--- src/rtl/buf_ctrl0_pkg.sv ---
// Shared types and helpers for the BUF_CTRL0 write-side controller.
// Optional feature macro used by the block: BUF_CTRL0_WR_LAST_EN.
package buf_ctrl0_pkg;

   localparam int NUM_BANKS = 2;

   typedef enum logic [1:0] {
      BANK_FREE = 2'd0,
      BANK_FILL = 2'd1,
      BANK_FULL = 2'd2
   } bank_state_e;

   typedef enum logic {
      ST_IDLE = 1'b0,
      ST_FILL = 1'b1
   } wr_state_e;

   // Width that can hold a bank length from 0 up to and including bank_words.
   function automatic int calc_lw(input int bank_words);
      return $clog2(bank_words) + 1;
   endfunction

endpackage

--- src/rtl/buf_ctrl0_wr_ctrl_if.sv ---
// Stream, RAM write port and bank handshake of the BUF_CTRL0 write controller.
// i_s_last exists only when BUF_CTRL0_WR_LAST_EN is defined.
interface buf_ctrl0_wr_ctrl_if #(
   parameter int P_DBUS_W     = 32,
   parameter int P_ABUS_W     = 12,
   parameter int P_BANK_WORDS = 2048
);
   import buf_ctrl0_pkg::*;

   localparam int LW = calc_lw(P_BANK_WORDS);

   logic                i_s_valid;
   logic [P_DBUS_W-1:0] i_s_data;
`ifdef BUF_CTRL0_WR_LAST_EN
   logic                i_s_last;
`endif
   logic                o_s_ready;
   logic [P_ABUS_W-1:0] o_wadd;
   logic [P_DBUS_W-1:0] o_wdt;
   logic                o_wen;
   logic                o_bank_rdy;
   logic                o_bank_id;
   logic [LW-1:0]       o_bank_len;
   logic                i_bank_rel;
   logic                i_bank_rel_id;
   logic                o_rel_err;

   modport slave (
      input  i_s_valid, i_s_data, i_bank_rel, i_bank_rel_id,
`ifdef BUF_CTRL0_WR_LAST_EN
      input  i_s_last,
`endif
      output o_s_ready, o_wadd, o_wdt, o_wen, o_bank_rdy, o_bank_id, o_bank_len, o_rel_err
   );

   modport master (
      output i_s_valid, i_s_data, i_bank_rel, i_bank_rel_id,
`ifdef BUF_CTRL0_WR_LAST_EN
      output i_s_last,
`endif
      input  o_s_ready, o_wadd, o_wdt, o_wen, o_bank_rdy, o_bank_id, o_bank_len, o_rel_err
   );

endinterface

--- src/rtl/buf_ctrl0_bank_state.sv ---
// State of one ping-pong bank: FREE -> FILL -> FULL -> FREE, plus release checking.
module buf_ctrl0_bank_state
   import buf_ctrl0_pkg::*;
(
   input  logic clk,
   input  logic rst,
   input  logic i_start,   // writer begins filling this bank
   input  logic i_close,   // last word of this bank accepted
   input  logic i_rel,     // read side releases this bank
   output logic o_avail,   // free now, or becoming free this cycle
   output logic o_err      // release hit a bank that is not FULL
);

   bank_state_e r_state;
   bank_state_e w_next;

   always_ff @(posedge clk or posedge rst) begin
      if (rst) r_state <= BANK_FREE;
      else     r_state <= w_next;
   end

   // NOTE: the next state defaults to the current state before the case so no latch is inferred.
   always_comb begin
      w_next = r_state;
      case (r_state)
         BANK_FREE: if (i_start) w_next = BANK_FILL;
         BANK_FILL: if (i_close) w_next = BANK_FULL;
         BANK_FULL: if (i_rel)   w_next = i_start ? BANK_FILL : BANK_FREE;
         default:                w_next = BANK_FREE;
      endcase
   end

   assign o_avail = (r_state == BANK_FREE) || (i_rel && (r_state == BANK_FULL));
   assign o_err   = i_rel && (r_state != BANK_FULL);

endmodule

--- src/rtl/buf_ctrl0_wr_ctrl.sv ---
// Write-side controller for the BUF_CTRL0 ping-pong buffer RAM.
// Define BUF_CTRL0_WR_LAST_EN to let i_s_last close a bank early.
module buf_ctrl0_wr_ctrl
   import buf_ctrl0_pkg::*;
#(
   parameter int P_DBUS_W     = 32,
   parameter int P_ABUS_W     = 12,
   parameter int P_BANK_WORDS = 2048
) (
   input  logic                clk,
   input  logic                rst,
   buf_ctrl0_wr_ctrl_if.slave  bus
);

   localparam int LW = calc_lw(P_BANK_WORDS);
   localparam int PW = LW - 1;

   wr_state_e             r_state;
   wr_state_e             w_next_state;
   logic                  r_fill_bank;
   logic [PW-1:0]         r_ptr;
   logic                  r_s_ready;
   logic                  r_wen;
   logic [P_ABUS_W-1:0]   r_wadd;
   logic [P_DBUS_W-1:0]   r_wdt;
   logic                  r_close_d;
   logic                  r_close_id;
   logic [LW-1:0]         r_close_len;
   logic                  r_bank_rdy;
   logic                  r_bank_id;
   logic [LW-1:0]         r_bank_len;
   logic                  r_rel_err;

   logic                  w_accept;
   logic                  w_last;
   logic                  w_close;
   logic                  w_target;
   logic [P_ABUS_W-1:0]   w_wadd;
   logic [NUM_BANKS-1:0]  w_start;
   logic [NUM_BANKS-1:0]  w_rel;
   logic [NUM_BANKS-1:0]  w_avail;
   logic [NUM_BANKS-1:0]  w_err;

`ifdef BUF_CTRL0_WR_LAST_EN
   assign w_last = bus.i_s_last;
`else
   assign w_last = 1'b0;
`endif

   assign w_accept = bus.i_s_valid & r_s_ready;
   assign w_close  = w_accept & (w_last | (r_ptr == PW'(P_BANK_WORDS - 1)));
   assign w_wadd   = (r_fill_bank ? P_ABUS_W'(P_BANK_WORDS) : '0) + P_ABUS_W'(r_ptr);

   always_comb begin
      for (int b = 0; b < NUM_BANKS; b++)
         w_rel[b] = bus.i_bank_rel && (bus.i_bank_rel_id == 1'(b));
   end

   for (genvar g = 0; g < NUM_BANKS; g++) begin : g_bank
      buf_ctrl0_bank_state u_bank (
         .clk     (clk),
         .rst     (rst),
         .i_start (w_start[g]),
         .i_close (w_close && (r_fill_bank == 1'(g))),
         .i_rel   (w_rel[g]),
         .o_avail (w_avail[g]),
         .o_err   (w_err[g])
      );
   end

   // On a close the FSM looks at the other bank, which counts as free if released this cycle.
   always_comb begin
      w_next_state = r_state;
      w_target     = r_fill_bank;
      w_start      = '0;
      case (r_state)
         ST_IDLE: if (w_avail[r_fill_bank]) w_next_state = ST_FILL;
         ST_FILL: if (w_close) begin
            w_target     = ~r_fill_bank;
            w_next_state = w_avail[w_target] ? ST_FILL : ST_IDLE;
         end
         default: w_next_state = ST_IDLE;
      endcase
      if ((w_next_state == ST_FILL) && ((r_state == ST_IDLE) || w_close))
         w_start[w_target] = 1'b1;
   end

   // NOTE: every register here uses non-blocking assignment so all of them sample pre-edge values.
   always_ff @(posedge clk or posedge rst) begin
      if (rst) begin
         r_state     <= ST_IDLE;
         r_fill_bank <= 1'b0;
         r_ptr       <= '0;
         r_s_ready   <= 1'b0;
         r_wen       <= 1'b0;
         r_wadd      <= '0;
         r_wdt       <= '0;
         r_close_d   <= 1'b0;
         r_close_id  <= 1'b0;
         r_close_len <= '0;
         r_bank_rdy  <= 1'b0;
         r_bank_id   <= 1'b0;
         r_bank_len  <= '0;
         r_rel_err   <= 1'b0;
      end else begin
         r_state   <= w_next_state;
         r_s_ready <= (w_next_state == ST_FILL);
         r_wen     <= w_accept;
         if (w_accept) begin
            r_wadd <= w_wadd;
            r_wdt  <= bus.i_s_data;
            r_ptr  <= w_close ? '0 : r_ptr + 1'b1;
         end
         if (w_close) begin
            r_fill_bank <= ~r_fill_bank;
            r_close_id  <= r_fill_bank;
            r_close_len <= LW'(r_ptr) + 1'b1;
         end
         // BANK_RDY trails the last WEN by one cycle so the RAM write has landed.
         r_close_d  <= w_close;
         r_bank_rdy <= r_close_d;
         if (r_close_d) begin
            r_bank_id  <= r_close_id;
            r_bank_len <= r_close_len;
         end
         if (|w_err) r_rel_err <= 1'b1;
      end
   end

   assign bus.o_s_ready  = r_s_ready;
   assign bus.o_wen      = r_wen;
   assign bus.o_wadd     = r_wadd;
   assign bus.o_wdt      = r_wdt;
   assign bus.o_bank_rdy = r_bank_rdy;
   assign bus.o_bank_id  = r_bank_id;
   assign bus.o_bank_len = r_bank_len;
   assign bus.o_rel_err  = r_rel_err;

endmodule

--- src/flat_wrapper.sv ---
// flat-port wrapper written by rule: the top's interface ports become plain ports
module buf_ctrl0_wr_ctrl_flat import buf_ctrl0_pkg::*;
#(
   parameter int P_DBUS_W     = 32,
   parameter int P_ABUS_W     = 12,
   parameter int P_BANK_WORDS = 2048
)
  (clk, rst, bus_i_s_valid, bus_i_s_data, bus_i_bank_rel, bus_i_bank_rel_id, bus_o_s_ready, bus_o_wadd, bus_o_wdt, bus_o_wen, bus_o_bank_rdy, bus_o_bank_id, bus_o_bank_len, bus_o_rel_err);
  buf_ctrl0_wr_ctrl_if #(.P_DBUS_W(P_DBUS_W), .P_ABUS_W(P_ABUS_W), .P_BANK_WORDS(P_BANK_WORDS)) bus_i ();
  input  logic clk;
  input  logic rst;
  input wire logic [$bits(bus_i.i_s_valid)-1:0] bus_i_s_valid;
  input wire logic [$bits(bus_i.i_s_data)-1:0] bus_i_s_data;
  input wire logic [$bits(bus_i.i_bank_rel)-1:0] bus_i_bank_rel;
  input wire logic [$bits(bus_i.i_bank_rel_id)-1:0] bus_i_bank_rel_id;
  output wire logic [$bits(bus_i.o_s_ready)-1:0] bus_o_s_ready;
  output wire logic [$bits(bus_i.o_wadd)-1:0] bus_o_wadd;
  output wire logic [$bits(bus_i.o_wdt)-1:0] bus_o_wdt;
  output wire logic [$bits(bus_i.o_wen)-1:0] bus_o_wen;
  output wire logic [$bits(bus_i.o_bank_rdy)-1:0] bus_o_bank_rdy;
  output wire logic [$bits(bus_i.o_bank_id)-1:0] bus_o_bank_id;
  output wire logic [$bits(bus_i.o_bank_len)-1:0] bus_o_bank_len;
  output wire logic [$bits(bus_i.o_rel_err)-1:0] bus_o_rel_err;
  assign bus_i.i_s_valid = bus_i_s_valid;
  assign bus_i.i_s_data = bus_i_s_data;
  assign bus_i.i_bank_rel = bus_i_bank_rel;
  assign bus_i.i_bank_rel_id = bus_i_bank_rel_id;
  assign bus_o_s_ready = bus_i.o_s_ready;
  assign bus_o_wadd = bus_i.o_wadd;
  assign bus_o_wdt = bus_i.o_wdt;
  assign bus_o_wen = bus_i.o_wen;
  assign bus_o_bank_rdy = bus_i.o_bank_rdy;
  assign bus_o_bank_id = bus_i.o_bank_id;
  assign bus_o_bank_len = bus_i.o_bank_len;
  assign bus_o_rel_err = bus_i.o_rel_err;
  buf_ctrl0_wr_ctrl #(.P_DBUS_W(P_DBUS_W), .P_ABUS_W(P_ABUS_W), .P_BANK_WORDS(P_BANK_WORDS)) u_core (.clk(clk), .rst(rst), .bus(bus_i));
endmodule
--- config.mk ---
export PLATFORM = sky130hd
export DESIGN_NAME = buf_ctrl0_wr_ctrl_flat
export DESIGN_NICKNAME = d
export VERILOG_FILES = /design/src/rtl/buf_ctrl0_pkg.sv /design/src/rtl/buf_ctrl0_wr_ctrl_if.sv /design/src/rtl/buf_ctrl0_bank_state.sv /design/src/rtl/buf_ctrl0_wr_ctrl.sv /design/src/flat_wrapper.sv
export SDC_FILE = /design/constraint.sdc
export NUM_CORES = 1
export LEC_CHECK = 0
export CAP_MARGIN = 30
export CORE_MARGIN = 2
export CORE_UTILIZATION = 30
export DETAILED_ROUTE_END_ITERATION = 8
export PLACE_DENSITY = 0.52
export SLEW_MARGIN = 10
export SYNTH_ARGS = -nofsm -noshare
export SYNTH_HDL_FRONTEND = slang
export SYNTH_HIERARCHICAL = 1
export SYNTH_SLANG_ARGS = --single-unit
--- constraint.sdc ---
create_clock -name clk -period 3.2 [get_ports clk]
set_clock_uncertainty 0.15 [all_clocks]
set_input_delay 0.8 -clock clk [delete_from_list [all_inputs] [get_ports clk]]
set_output_delay 0.8 -clock clk [all_outputs]
set_load 0.03 [all_outputs]
==> impl_metrics.csv <==
group,metric,value,unit
critical_path,crit_buf_inv,1,
clock_network,cts_tree,"built",
sta,period_needed,2.69,ns
clock_network,clk_pin_slew_worst_paths,0.06,ns
logic_synthesis,postSynth.asyncResetShare,100,%
final_layout,nNetsFinal,412,
logic_synthesis,syn-instance-count,265,
floorplan,initial_core_util,30.8,%
route,drcViolationCount,0,
floorplan,die_y,115,um
floorplan,dieArea,13300,um^2
power,sw_frac_of_total,28.6,%
clock_network,clock_sinks,91,
clock_network,cts-htree-levels,3,
clock_network,postCtsSetupBuffers,0,
route,dr.pass1.iters,4,
clock_network,clock_latency,0.34,ns
floorplan,pin_count,98,
critical_path,critical_path_class,"register to primary output",
power,ir_drop,0.000270,V
place,place_ws,0.141,ns
logic_synthesis,syn_area_per_cell,14.0,um^2
sta,fmax,372,MHz
clock_network,cts_buffers,9,
power,p_total,3.10,mW
global_routing,grt_pass1_vias,2382,
logic_synthesis,synth_edf_count,0,
critical_path,slowest_stage,"clkdlybuf4s50_1",
final_layout,fillers,1153,
global_routing,grt_first_pass_wirelength,12600,um
global_routing,grt_max_degree,46,
power,powerDensity,592,nW/um^2
final_layout,area_growth,41.3,%
sta,setup_tns,0,ns
sta,tightest_slew,0.615,ns
logic_synthesis,ys_seq_area_share,61.3,%
critical_path,cpLargestDelayFamily,"buffers and inverters",
global_routing,grt_usage,12.6,%
logic_synthesis,yosys.area_share.simple,8.12,%
critical_path,worstPathArrival,1.74,ns
logic_synthesis,synth-compound-area-share,5.66,%
logic_synthesis,ys_types,42,
critical_path,reg2regPathDepth,7,
place,place_congestion,0.785,
sta,final_hold_viol_count,0,
status,status,"finished clean",
power,intPower,2.21,mW
route,drt-total-wl,7790,um
logic_synthesis,ys.flop_type,"dfrtp_1",
logic_synthesis,synth_nets,305,
route,routed_via_density,4.37,
clock_network,root_buffer,"clkbuf_16",
floorplan,row_count,40,
sta,fin_crit_sh,84.0,%
worst_hold_path,hold_start,"u_core/bus.o_rel_err$_DFFE_PP0P_",
logic_synthesis,yosysWarnings,6,
critical_path,r2r-end,"u_core/g_bank[1].u_bank/r_state[0]$_DFFE_PP0P_",
run,drv_cap,0,
logic_synthesis,synthAdderAreaFrac,1.01,%
logic_synthesis,synth_mux_area_share,19.3,%
route,antenna_left,0,
critical_path,reg2reg_slack,0.74,ns
logic_synthesis,synth_top_family_by_area,"multiplexers",
route,drt-initial-drc-count,117,
power,p_switching,0.888,mW
critical_path,cp_max_fo,13,
route,post_drt_wl_per_cell,14.3,um
clock_network,cts_hold_buf,0,
final_layout,drive_above_1_share,24.4,%
critical_path,path_cells,"clkdlybuf4s50_1",
logic_synthesis,synthXorXnorAreaFrac,1.42,%
logic_synthesis,ys_ff_latch,91,
critical_path,cp.depth,1,
worst_hold_path,hold_class,"register to register",
clock_network,cts_max_path_buffers,2,
power,pwr-share-clk,34.8,%
sta,slew_headroom,58.9,%
place,dp.final_hpwl,5510,um
final_layout,antenna_cells,0,
floorplan,coreArea,12100,um^2
sta,slew_violations,0,
critical_path,cp.required,2.25,ns
global_routing,antenna_found_initial,0,
critical_path,slowest_delay,0.76,ns
power,power_frac_seq,43.9,%
critical_path,endpoint_kind,"primary output",
final_layout,layout_common_cells,"clkdlybuf4s50_1, dfrtp_1, mux2_2, inv_1, nand2_1",
critical_path,r2r_start,"u_core/r_ptr[0]$_DFFE_PP0P_",
final_layout,regArea,2280,um^2
route,vias,2382,
global_routing,overflow,0,
sta,rsz0062_at_grt,"false",
logic_synthesis,netlist_area,3710,um^2
critical_path,cp-endpoint,"bus_o_s_ready",
place,portBuffers,97,
critical_path,startpoint,"u_core/bus.o_s_ready$_DFF_PP0_",
power,combPwrFrac,21.2,%
power,leakage,2.30,nW
floorplan,die_w,115,um
sta,setup_viol,0,
final_layout,mostFrequentLayoutCell,"clkdlybuf4s50_1",
critical_path,cp-start-kind,"register",
clock_network,post_cts_resize_count,0,
final_layout,multi_input_area,1320,um^2
sta,fin_ws,0.511,ns
-- how the worst min path moves through the flow --
stage                                        endpoint  slack [ns]  depth (start not counted)
detailed placement   u_core/bus.o_rel_err$_DFFE_PP0P_        0.31                          1
global route        u_core/r_close_len[1]$_DFFE_PP0P_        0.36                          1
floorplan             u_core/bus.o_bank_rdy$_DFF_PP0_        0.28                          0
CTS                  u_core/bus.o_rel_err$_DFFE_PP0P_        0.32                          1
global placement     u_core/bus.o_rel_err$_DFFE_PP0P_        0.30                          1
finish               u_core/bus.o_rel_err$_DFFE_PP0P_        0.31                          1
-- sequential cells by signal (all words and copies together) (netlist names), 4 cells and up --
register,flops
u_core/bus.o_bank_len,12
u_core/bus.o_wadd,12
u_core/bus.o_wdt,32
u_core/g_bank.u_bank/r_state,4
u_core/r_close_len,12
u_core/r_ptr,11
-- power groups by stage --
stage,registers [mW],clock network [mW],logic [mW]
4_1_cts,1.37,1.12,0.671
3_3_place_gp,1.38,0,0.663
2_1_floorplan,1.53,0,0.226
5_1_grt,1.38,1.17,0.705
6_report,1.36,1.08,0.659
3_5_place_dp,1.39,0,0.667
-- per-stage QoR --
stage | util, % | hold slack, ns | std cells | cell area [um^2]
2_1_floorplan | - | 0.283 | 265 | 3720
3_3_place_gp | 41.0 | 0.302 | 529 | 4940
3_5_place_dp | 41.0 | 0.307 | 529 | 4940
4_1_cts | 43.5 | 0.321 | 545 | 5250
5_1_grt | 43.5 | 0.360 | 545 | 5250
6_report | 43.5 | 0.312 | 545 | 5250
-- cell usage after synthesis (2+ instances only) --
cell type	instances	share of area, %
dfrtp_1	91	61
mux2_2	55	17
inv_1	19	1.9
nand2_1	13	1.3
o21ai_0	8	1.1
mux2i_1	7	1.9
and2_1	6	1.0
buf_2	4	0.54
xor2_1	4	0.94
a21bo_2	3	0.81
clkbuf_1	3	0.30
ha_1	3	1.0
nand2b_1	3	0.51
nand3_1	3	0.40
nand3b_1	3	0.61
nor3_1	3	0.40
o31ai_1	3	0.61
a21boi_0	2	0.40
nand4_1	2	0.34
nor2_1	2	0.20
nor2b_4	2	0.74
o21bai_1	2	0.40
o2bb2ai_1	2	0.47
o32ai_1	2	0.47
o32ai_2	2	0.88
xnor2_1	2	0.47
-- routing by layer --
layer	vias to the layer above	wire length, um	global-route usage, %
li1	1130	-	-
met1	1188	3430	16.7
met2	53	3820	18.9
met3	11	352	2.58
met4	0	188	7.55
met5	-	0	0
-- layout make-up --
class                   instances  share of cell area, %
flip-flops and latches         91                   43.4
multi-input cells             145                   25.1
repair buffers                105                   20.1
clock buffers                  12                   4.89
well taps                     168                   4.01
inverters                      20                   1.50
clock inverters                 4                  0.930
-- logic make-up after synthesis --
family / count (synthesis)
flip-flops: 91
XOR/XNOR: 6
AO/OA/AOI/OAI: 26
buffers and inverters: 29
multiplexers: 64
adder cells (fa/ha/maj): 3
AND/OR/NAND/NOR: 46
Power figures use the tool's default switching activity.
